`src/rtl/add64_sched_pkg.sv`:
```
// Shared types and constants for the round-robin scheduled 64-bit slice adder.
package add64_sched_pkg;

  typedef enum logic [1:0] {
    IDLE = 2'd0,
    CALC = 2'd1,
    DONE = 2'd2
  } state_t;

  localparam int DEF_WIDTH = 64;
  localparam int SLICE     = 16;
  localparam int NSLICE    = DEF_WIDTH / SLICE;

  // A single-slice configuration still needs a 1-bit counter.
  function automatic int cnt_bits(input int n);
    return (n > 1) ? $clog2(n) : 1;
  endfunction

  localparam int CNT_W = cnt_bits(NSLICE);

endpackage

```
`src/rtl/csa_slice16.sv`:
```
// Combinational carry-select slice: two ripple chains (carry-in 0 and 1),
// with the real incoming carry choosing between them at the output.
module csa_slice16
  import add64_sched_pkg::*;
#(
  parameter int W = SLICE
) (
  input  logic [W-1:0] a,
  input  logic [W-1:0] b,
  input  logic         cin,
  output logic [W-1:0] sum,
  output logic         cout
);

  logic [W-1:0] sum0, sum1;
  logic         c0, c1;

  always_comb begin
    sum0 = '0;
    sum1 = '0;
    c0   = 1'b0;
    c1   = 1'b1;
    for (int i = 0; i < W; i++) begin
      sum0[i] = a[i] ^ b[i] ^ c0;
      c0      = (a[i] & b[i]) | (c0 & (a[i] ^ b[i]));
      sum1[i] = a[i] ^ b[i] ^ c1;
      c1      = (a[i] & b[i]) | (c1 & (a[i] ^ b[i]));
    end
  end

  assign sum  = cin ? sum1 : sum0;
  assign cout = cin ? c1 : c0;

endmodule

```
`src/rtl/add64_rr_sched.sv`:
```
// Two-requester round-robin front end sharing one carry-select slice that
// evaluates a WIDTH-bit sum over WIDTH/SLICE cycles.
module add64_rr_sched
  import add64_sched_pkg::*;
#(
  parameter int WIDTH = DEF_WIDTH
) (
  input  logic             clock,
  input  logic             reset,
  input  logic             req0_valid,
  output logic             req0_ready,
  input  logic [WIDTH-1:0] req0_a,
  input  logic [WIDTH-1:0] req0_b,
  input  logic             req0_cin,
  input  logic             req1_valid,
  output logic             req1_ready,
  input  logic [WIDTH-1:0] req1_a,
  input  logic [WIDTH-1:0] req1_b,
  input  logic             req1_cin,
  output logic             rsp_valid,
  input  logic             rsp_ready,
  output logic             rsp_id,
  output logic [WIDTH-1:0] rsp_sum,
  output logic             rsp_cout,
  output logic             busy
);

  localparam int                  NUM_SLICES = WIDTH / SLICE;
  localparam int                  CNT_BITS   = cnt_bits(NUM_SLICES);
  localparam logic [CNT_BITS-1:0] LAST_CNT   = CNT_BITS'(NUM_SLICES - 1);

  state_t              state, state_next;
  logic                ptr;
  logic [CNT_BITS-1:0] cnt;
  logic [WIDTH-1:0]    op_a, op_b, sum_reg;
  logic                carry, id_reg, cout_reg;

  logic                pref_valid, other_valid;
  logic                grant_valid, grant_id;
  logic                last_slice;
  logic [SLICE-1:0]    slice_a, slice_b, slice_sum;
  logic                slice_cout;

  // The pointer names the preferred requester; the other only wins when it is alone.
  assign pref_valid  = ptr ? req1_valid : req0_valid;
  assign other_valid = ptr ? req0_valid : req1_valid;
  assign grant_valid = pref_valid | other_valid;
  assign grant_id    = pref_valid ? ptr : ~ptr;
  assign last_slice  = (cnt == LAST_CNT);

  assign slice_a = op_a[int'(cnt)*SLICE +: SLICE];
  assign slice_b = op_b[int'(cnt)*SLICE +: SLICE];

  csa_slice16 #(
    .W(SLICE)
  ) u_slice (
    .a   (slice_a),
    .b   (slice_b),
    .cin (carry),
    .sum (slice_sum),
    .cout(slice_cout)
  );

  always_ff @(posedge clock or posedge reset) begin
    if (reset) state <= IDLE;
    else       state <= state_next;
  end

  always_comb begin
    state_next = state;
    case (state)
      IDLE:    if (grant_valid) state_next = CALC;
      CALC:    if (last_slice)  state_next = DONE;
      DONE:    if (rsp_ready)   state_next = IDLE;
      default: state_next = IDLE;
    endcase
  end

  // Readies are gated by reset so nothing looks accepted while reset is held.
  always_comb begin
    req0_ready = 1'b0;
    req1_ready = 1'b0;
    if (!reset && state == IDLE && grant_valid) begin
      req0_ready = ~grant_id;
      req1_ready = grant_id;
    end
    rsp_valid = (state == DONE);
    busy      = (state != IDLE);
  end

  always_ff @(posedge clock or posedge reset) begin
    if (reset) begin
      ptr      <= 1'b0;
      cnt      <= '0;
      op_a     <= '0;
      op_b     <= '0;
      carry    <= 1'b0;
      sum_reg  <= '0;
      id_reg   <= 1'b0;
      cout_reg <= 1'b0;
    end else begin
      case (state)
        IDLE: begin
          if (grant_valid) begin
            id_reg <= grant_id;
            ptr    <= ~grant_id;
            op_a   <= grant_id ? req1_a   : req0_a;
            op_b   <= grant_id ? req1_b   : req0_b;
            carry  <= grant_id ? req1_cin : req0_cin;
            cnt    <= '0;
          end
        end
        CALC: begin
          sum_reg[int'(cnt)*SLICE +: SLICE] <= slice_sum;
          carry <= slice_cout;
          cnt   <= cnt + 1'b1;
          if (last_slice) cout_reg <= slice_cout;
        end
        default: ;
      endcase
    end
  end

  assign rsp_id   = id_reg;
  assign rsp_sum  = sum_reg;
  assign rsp_cout = cout_reg;

endmodule

```
`config.mk`:
```
export PLATFORM = sky130hd
export DESIGN_NAME = add64_rr_sched
export DESIGN_NICKNAME = d
export VERILOG_FILES = /design/src/rtl/add64_sched_pkg.sv /design/src/rtl/csa_slice16.sv /design/src/rtl/add64_rr_sched.sv
export SDC_FILE = /design/constraint.sdc
export NUM_CORES = 1
export LEC_CHECK = 0
export ABC_AREA = 1
export CAP_MARGIN = 20
export CORE_MARGIN = 5
export CORE_UTILIZATION = 48
export CTS_BUF_LIST = sky130_fd_sc_hd__clkbuf_8
export DETAILED_ROUTE_END_ITERATION = 8
export PLACE_DENSITY = 0.81
export SLEW_MARGIN = 20
export SYNTH_ARGS = -nofsm -noshare
export SYNTH_HDL_FRONTEND = slang
export SYNTH_HIERARCHICAL = 1
export SYNTH_SLANG_ARGS = --single-unit
```
`constraint.sdc`:
```
create_clock -name clock -period 10.3 [get_ports clock]
set_input_delay 2.06 -clock clock [delete_from_list [all_inputs] [get_ports clock]]
set_output_delay 2.06 -clock clock [all_outputs]
set_load 0.005 [all_outputs]
```
# == Word-level counts from Yosys, hierarchy flattened ==
# Index checks and enable logic that the tools add are counted.
# op_classes
n_mul,0
n_addsub,2
n_mux,19
n_bitwise,127
div,0
n_reduce_logical,10
shifts,4
eq_ne,6
n_lt_le_gt_ge,0
# op_table
operator,count
2-to-1 mux 64 bit,2
variable part select 64 x 7 -> 16 bit,2
bitwise mux 64 bit,1
"variable shift 16 x 33 -> 64 bit, first input constant",1
variable part select 16 x 33 -> 64 bit,1
bitwise AND 1 bit,46
XOR 1 bit,46
negator 6 -> 33 bit,1
OR 1 bit,32
2-to-1 mux 16 bit,1
2-to-1 mux 1 bit,8
2-to-1 mux 2 bit,4
one-hot mux 2 bit (3 select lines),1
AND reduction 2 bit,3
"equality test 2 bit, second input constant",2
"!= test 2 bit, second input constant",2
one-hot mux 2 bit (2 select lines),1
nonzero test 2 bit,2
inverter 1 bit,3
AND reduction 3 bit,1
"adder 2 x 1 -> 2 bit, second input constant",1
"equality test 2 x 1 -> 1 bit, second input constant",1
logical AND 1 bit,2
zero test 2 bit,1
3 further kinds,3
# totals
regBits,200
mem_bits_rw,0
mem_bits_ro,0
out_inout_bits,70
memories,0
latchBits,0

# == Depth between registers and ports, before layout ==
# Gate-level depths: netlist of run 1.
# logic_depth
ltp_word,35
mapped_depth,34
mapped_depth_nobuf,31

# == Cells and area by module ==
# The synthesis of run 1 kept the hierarchy.
# modules_own_cells
module,area_each_um2,n_inst,cells_each
add64_rr_sched,9450.3,1,1230
csa_slice16,404.1,1,38

# == Worst setup path after synthesis of run 1 ==
# No wires, ideal clock.
# synth_timing
path_type,flip-flop to flip-flop
start,register cnt[0]
end,register sum_reg[31] (netlist: rsp_sum[31])
path_stages_with_launch,35
path_buffers,3
required_time_ns,10.234
setup_slack_ns,2.845
t_arrival_ns,7.390
cell_sequence,dfrtp_1 buf_2 inv_2 buf_2 buf_2 o21ai_0 o22ai_1 inv_1 ha_1 inv_1 nand2_1 nand2_1 fa_1 fa_1 fa_1 fa_1 fa_1 fa_1 fa_1 fa_1 fa_1 fa_1 fa_1 inv_1 fa_1 inv_1 fa_1 fa_1 inv_1 fa_1 inv_1 nand2_1 nor2_1 nand2_1 nand2_1
# synth_via
elab_chain_cells,35
word_cells_on_any_way,126
classes_between,1 x add/sub; 4 x shift; 2 x mux; 119 x bitwise
# synth_lines
element,line_no,source
"start, declared",add64_rr_sched.sv:34,logic [CNT_BITS-1:0] cnt;
"start signal, assigned",add64_rr_sched.sv:116,cnt <= cnt + 1'b1;
variable part select 64 x 7 -> 16 bit (*),add64_rr_sched.sv:51,assign slice_a = op_a[int'(cnt)*SLICE +: SLICE];
net slice_a[0],add64_rr_sched.sv:41,"logic [SLICE-1:0] slice_a, slice_b, slice_sum;"
bitwise AND 1 bit / XOR 1 bit (equally long branches),-,
OR 1 bit,csa_slice16.sv:27,c1 = (a[i] & b[i]) | (c1 & (a[i] ^ b[i]));
bitwise AND 1 bit,csa_slice16.sv:27,
OR 1 bit,csa_slice16.sv:27,
bitwise AND 1 bit,csa_slice16.sv:27,
OR 1 bit,csa_slice16.sv:27,
[21 not listed],-,
OR 1 bit,csa_slice16.sv:27,
bitwise AND 1 bit,csa_slice16.sv:27,
OR 1 bit,csa_slice16.sv:27,
XOR 1 bit,csa_slice16.sv:26,sum1[i] = a[i] ^ b[i] ^ c1;
2-to-1 mux 16 bit (*),csa_slice16.sv:31,assign sum = cin ? sum1 : sum0;
net slice_sum[15],add64_rr_sched.sv:41,
variable part select 16 x 33 -> 64 bit (*),add64_rr_sched.sv:114,sum_reg[int'(cnt)*SLICE +: SLICE] <= slice_sum;
bitwise mux 64 bit (*),add64_rr_sched.sv:114,
"end signal, assigned by index",add64_rr_sched.sv:114,
"end, declared",add64_rr_sched.sv:35,"logic [WIDTH-1:0] op_a, op_b, sum_reg;"
# Mark *: on every way through the listed nets, which the timed path passes. The rest lies on a longest branch.
# A chain may end at the register's enable or synchronous reset.

# == Worst setup path after layout of run 1 ==
# layout_timing
start,register cnt[0]
end,register sum_reg[63] (netlist: rsp_sum[63])
# layout_via
elab_chain_cells,35
word_cells_on_any_way,126
classes_between,1 x add/sub; 4 x shift; 2 x mux; 119 x bitwise
# layout_lines
element,line_no,source
variable part select 64 x 7 -> 16 bit (*),add64_rr_sched.sv:52,assign slice_b = op_b[int'(cnt)*SLICE +: SLICE];
net slice_b[0],add64_rr_sched.sv:41,
bitwise AND 1 bit / XOR 1 bit (equally long branches),-,
OR 1 bit,csa_slice16.sv:27,
bitwise AND 1 bit,csa_slice16.sv:27,
OR 1 bit,csa_slice16.sv:27,
bitwise AND 1 bit,csa_slice16.sv:27,
OR 1 bit,csa_slice16.sv:27,
[21 not listed],-,
OR 1 bit,csa_slice16.sv:27,
bitwise AND 1 bit,csa_slice16.sv:27,
OR 1 bit,csa_slice16.sv:27,
XOR 1 bit,csa_slice16.sv:26,
2-to-1 mux 16 bit (*),csa_slice16.sv:31,
net slice_sum[15],add64_rr_sched.sv:41,
variable part select 16 x 33 -> 64 bit (*),add64_rr_sched.sv:114,
bitwise mux 64 bit (*),add64_rr_sched.sv:114,
# Marked as above.

==> results of run 1 <==
-- power by group --
group	switching, W	internal [W]
registers	0.000251	0.00112
logic	0.00151	0.000888
clock network	0.000280	0.000178
-- synth_stat cells --
master,count
buf_2,28
nor2_2,2
clkbuf_1,34
buf_1,4
inv_1,28
nand2_2,2
clkinv_1,3
nor3_2,1
o31ai_1,1
dfrtp_1,200
a21oi_1,1
fa_1,15
ha_1,7
inv_2,5
nand3_1,172
nand2_1,524
o21ai_0,111
o22ai_1,32
nor2_1,86
buf_4,12
-- routing by layer --
metal,vias up,wire [um]
met2,519,16000
li1,4668,-
met4,0,1240
met1,4732,13400
met5,-,0
met3,80,3490
-- per-stage QoR --
step	instances	power (W)	hold WS [ps]	setup slack, ps
floorplan	1268	0.00278	460	2790
global placement	1802	0.00368	465	2560
detailed placement	1802	0.00373	466	2380
CTS	1834	0.00418	491	2370
global route	1842	0.00453	505	1920
finish	1843	0.00423	489	2280
-- worst max-delay path, delay by kind of cell, from the launching register on --
kind	cells	cell delay, ps
AND/OR/NAND/NOR	6	470
adder cells (fa/ha/maj)	16	5800
flip-flops	1	370
AO/OA/AOI/OAI	2	290
buffers and inverters	8	1030
-- state kept, by name (all words and copies together) (netlist names) --
signal    count
op_a         64
op_b         64
rsp_cout      1
cnt           2
carry         1
rsp_sum      64
rsp_id        1
state         2
ptr           1
-- logic make-up after synthesis --
logic type	after synthesis	synth area share (%)
and+or+nand+nor	787	32.3
DFF	200	50.8
AOI/OAI and AO/OA	145	7.80
buffers and inverters	114	5.15
adders and majority gates	22	3.94
-- final timing paths --
path | slack (ps) | start | to
setup / recovery | 2280 | cnt[0]$_DFFE_PP0P_ | rsp_sum[63]$_DFFE_PP0P_
hold / removal | 490 | rsp_sum[18]$_DFFE_PP0P_ | rsp_sum[18]$_DFFE_PP0P_
setup reg to reg | 2280 | cnt[0]$_DFFE_PP0P_ | rsp_sum[63]$_DFFE_PP0P_
hold reg to reg | 490 | rsp_sum[18]$_DFFE_PP0P_ | rsp_sum[18]$_DFFE_PP0P_
max in group asynchronous | 6670 | reset | op_b[7]$_DFFE_PP0P_
min in group asynchronous | 2180 | reset | ptr$_DFFE_PP0P_
-- area by class of cell --
cell class                 count  area, um2
clock inverter                13       83.8
tap                          270        338
antenna                        9       22.5
timing repair buffer         342       3400
multi-input combinational    954       4360
fill                        1678       6630
clock buffer                  19        262
inverter                      36        143
sequential                   200       5010
-- cell usage in the layout (no fill, tap or decap), types with 10 or more instances in the layout --
cell,netlist,routed
dfrtp_1,200,199
o22ai_1,32,32
clkbuf_8,0,19
o21ai_0,111,111
nand2_1,524,524
nand3_1,172,172
fa_1,15,15
inv_1,28,31
clkdlybuf4s50_1,0,332
buf_4,12,10
nor2_1,86,86
==> impl_metrics.json, run 1 <==
{
  "p_leak_nw": 6.22,
  "critical_path_class": "flip-flop to flip-flop",
  "area_growth_pct": 38.1,
  "wl_um": 34100,
  "grt_max_degree": 140,
  "coreArea_mm2": 0.0202,
  "clock_path_buffers": 2,
  "cap_violations": 0,
  "worstPathArrival_ps": 8450,
  "p_per_area_mw_per_mm2": 311,
  "yosysWarnings": 6,
  "status": "finished clean",
  "fin_area_mm2": 0.0136,
  "hold_viol": 0,
  "yosys.cell_types.count": 20,
  "hp-class": "flip-flop to flip-flop",
  "dieWidth_um": 153,
  "htree_levels": 4,
  "vias": 9999,
  "postCtsSetupRepairBufs": 0,
  "post-route-period-util_pct": 77.9,
  "dr.pass1.iters": 5,
  "clk_pin_slew_ps": 100,
  "clock_skew_ps": 12.2,
  "gp_congestion": 0.948,
  "wire_per_inst_um": 18.5,
  "cts_tree": "built",
  "finalSetupViolCount": 0,
  "num_rows": 52,
  "cts_sinks": 200,
  "max_stage_delay_ps": 420,
  "final_max_slew_viol_count": 0,
  "ir_drop_mv": 0.291,
  "synth_top_area_share_pct": 50.8,
  "synth_nets": 1553,
  "grt_pass1_wl_um": 52300,
  "drive_gt1_share_pct": 3.20,
  "fmax_ghz": 0.125,
  "nets": 1836,
  "root_buffer": "clkbuf_8",
  "grt_antenna_before_repair": 8,
  "whs_path_depth": 2,
  "cts_buffers": 17,
  "rsz0062_at_grt": "false",
  "globalRouteMet1Util_pct": 37.4,
  "drtIter0Drc": 1068,
  "chipHeight_um": 153,
  "place_area_mm2": 0.0132,
  "track_usage_pct": 28.4,
  "grt-busiest-layer": "met2",
  "avgSynthCellArea_um2": 7.77,
  "slew_headroom_pct": 27.9,
  "synth_area_leaders": "dfrtp_1 51%, nand2_1 20%, nand3_1 8.7%",
  "cp-start-kind": "flip-flop",
  "synth_top_cell_by_area": "dfrtp_1",
  "via_per_inst": 5.43,
  "overflow": 0,
  "insertion_delay_ps": 480,
  "ys_seq_elements": 200,
  "ys_seq_area_share_pct": 50.8,
  "cts_resized": 0,
  "period_needed_ps": 8020,
  "grt_pass1_vias": 9468,
  "crit_slowest_cell": "fa_1",
  "ff2ff_path_depth": 32,
  "cp-end-kind": "flip-flop",
  "worst_path_most_repeated_cell": "fa_1",
  "grtUsageMet2_pct": 44.9,
  "crit_required_ps": 10730,
  "die_area_mm2": 0.0235,
  "synth_area_mm2": 0.00985,
  "final_antenna_net_count": 0,
  "grt_use_met3_pct": 7.55,
  "drc": 0,
  "place_hpwl_um": 25600,
  "finalSetupTns_ps": 0,
  "syn_inst": 1268,
  "io_buffers": 332,
  "worst_slew_pin_slew_ps": 1080,
  "initial_core_util_pct": 48.7,
  "pin_count": 333,
  "cts_hold_buf": 0,
  "final_core_util_pct": 67.3,
  "crit_fanout": 43
}
No activity file was read; power rests on OpenSTA's default activity.
==> inputs of run 2 (changes only) <==
--- a/config.mk
+++ b/config.mk
@@ -8,10 +8,10 @@
 export ABC_AREA = 1
 export CAP_MARGIN = 20
 export CORE_MARGIN = 5
-export CORE_UTILIZATION = 48
+export CORE_UTILIZATION = 43
 export CTS_BUF_LIST = sky130_fd_sc_hd__clkbuf_8
 export DETAILED_ROUTE_END_ITERATION = 8
-export PLACE_DENSITY = 0.81
+export PLACE_DENSITY = 0.76
 export SLEW_MARGIN = 20
 export SYNTH_ARGS = -nofsm -noshare
 export SYNTH_HDL_FRONTEND = slang
==> constraint.sdc (replaced) <==
create_clock -name clock -period 6.5 [get_ports clock]
set_input_delay 1.3 -clock clock [delete_from_list [all_inputs] [get_ports clock]]
set_output_delay 1.3 -clock clock [all_outputs]
set_load 0.005 [all_outputs]
==> impl_metrics.json, run 2 (synthesis results as in run 1) <==
{
  "status": "complete, but fails checks",
  "violations": "negative setup slack",
  "clock_path_buffers": 2,
  "setup_slack_ps": -367,
  "grt_antenna_before_repair": 5,
  "worstPathArrival_ps": 7280,
  "worst_path_most_repeated_cell": "fa_2",
  "finalSetupViolCount": 5,
  "final_common_cell": "nand2_1",
  "pre_cts_slack_ps": -359,
  "post-route-period-util_pct": 106,
  "final_antenna_net_count": 0,
  "p_per_area_mw_per_mm2": 509,
  "drc": 0,
  "slew_headroom_pct": 30.6,
  "wl_um": 35300,
  "worst_slew_pin_slew_ps": 1040,
  "vias": 9992,
  "dieWidth_um": 161,
  "drtIter0Drc": 833,
  "finalSetupTns_ps": -1280,
  "die_area_mm2": 0.0260,
  "track_usage_pct": 26.6,
  "globalRouteMet1Util_pct": 35.2,
  "crit_slowest_cell": "dfrtp_2",
  "fin_cells": 1872,
  "wire_per_inst_um": 18.8,
  "cp-end-kind": "flip-flop",
  "insertion_delay_ps": 470,
  "root_buffer": "clkbuf_8",
  "grt-busiest-layer": "met2",
  "rsz0062_at_grt": "true",
  "io_buffers": 332,
  "crit_required_ps": 6920,
  "max_stage_delay_ps": 430,
  "initial_core_util_pct": 43.7,
  "cts_buffers": 17,
  "drive_gt1_share_pct": 6.14,
  "crit_fanout": 3,
  "critical_path_class": "flip-flop to flip-flop",
  "nets": 1854,
  "layout_common_cells": "524 x nand2_1, 332 x clkdlybuf4s50_1, 198 x dfrtp_1",
  "grtUsageMet2_pct": 42.6,
  "pin_count": 333,
  "ir_drop_mv": 0.432,
  "coreArea_mm2": 0.0226,
  "grt_use_met3_pct": 6.53,
  "cts_tree": "built",
  "overflow": 0,
  "chipHeight_um": 161,
  "fmax_ghz": 0.146,
  "hold_viol": 0,
  "clock_skew_ps": 13.2,
  "cp-start-kind": "flip-flop",
  "place_hpwl_um": 26800,
  "dr.pass1.iters": 5,
  "num_rows": 55,
  "gp_congestion": 0.906,
  "whs_ps": 496,
  "p_leak_nw": 6.33,
  "htree_levels": 4,
  "grt_pass1_vias": 9705,
  "place_inst": 1830,
  "grt_pass1_wl_um": 54200,
  "cts_sinks": 200,
  "area_growth_pct": 41.5,
  "period_needed_ps": 6870,
  "final_max_slew_viol_count": 0,
  "cap_violations": 0,
  "clk_pin_slew_ps": 110,
  "via_per_inst": 5.34,
  "cts_hold_buf": 0,
  "grt_max_degree": 100,
  "hp-class": "flip-flop to flip-flop"
}
-- run 2: final timing paths --
check / start / end / slack [ps] / depth (start not counted)
worst max-delay path: cnt[0]$_DFFE_PP0P_ / rsp_sum[63]$_DFFE_PP0P_ / -370 / 31
worst min-delay path: rsp_sum[50]$_DFFE_PP0P_ / rsp_sum[50]$_DFFE_PP0P_ / 500 / 2
worst max register to register: cnt[0]$_DFFE_PP0P_ / rsp_sum[63]$_DFFE_PP0P_ / -370 / 31
worst min register to register: rsp_sum[50]$_DFFE_PP0P_ / rsp_sum[50]$_DFFE_PP0P_ / 500 / 2
max in group asynchronous: reset / cnt[0]$_DFFE_PP0P_ / 3970 / 4
min in group asynchronous: reset / op_b[22]$_DFFE_PP0P_ / 1210 / 2
-- run 2: what timing repair did --
action                                 CTS  global route
pin swaps                                1             2
buffers inserted                         4             0
setup endpoints to repair                4            10
gates resized for setup                 12             8
gates cloned                             0             0
endpoints found under the hold margin    0             0
-- run 2: area by class of cell --
class | count | area (um2)
Antenna cell | 6 | 15.0
Clock buffer | 18 | 248
Clock inverter | 13 | 184
Fill cell | 2076 | 8630
Inverter | 36 | 141
Multi-Input combinational cell | 954 | 4420
Sequential cell | 200 | 5010
Tap cell | 285 | 357
Timing Repair Buffer | 360 | 3570
-- run 2: per-stage QoR --
step	power, W	util, %	area [um2]
floorplan	0.00449	-	9920
global placement	0.00601	59.4	13400
detailed placement	0.00608	59.4	13400
CTS	0.00701	61.5	13900
global route	0.00758	61.8	13900
finish	0.00710	61.8	13900
-- run 2: power by group --
group / internal [W] / switching, W
Combinational: 0.00158 / 0.00246
Sequential: 0.00178 / 0.000408
Clock: 0.000403 / 0.000477
Total: 0.00376 / 0.00334
-- run 2: worst max-delay path, delay by kind of cell, from the launching register on --
kind                     cells  cell delay [ps]
buffers and inverters        7              490
adder cells (fa/ha/maj)     16             5240
AO/OA/AOI/OAI                2              230
AND/OR/NAND/NOR              6              440
flip-flops                   1              430
-- run 2: metal layers --
layer | vias up | wire, um | part of all wire, %
met5 | - | 0 | 0
met1 | 4761 | 14400 | 41
li1 | 4695 | - | -
met3 | 67 | 3030 | 8.6
met2 | 469 | 16700 | 47
met4 | 0 | 1100 | 3.1
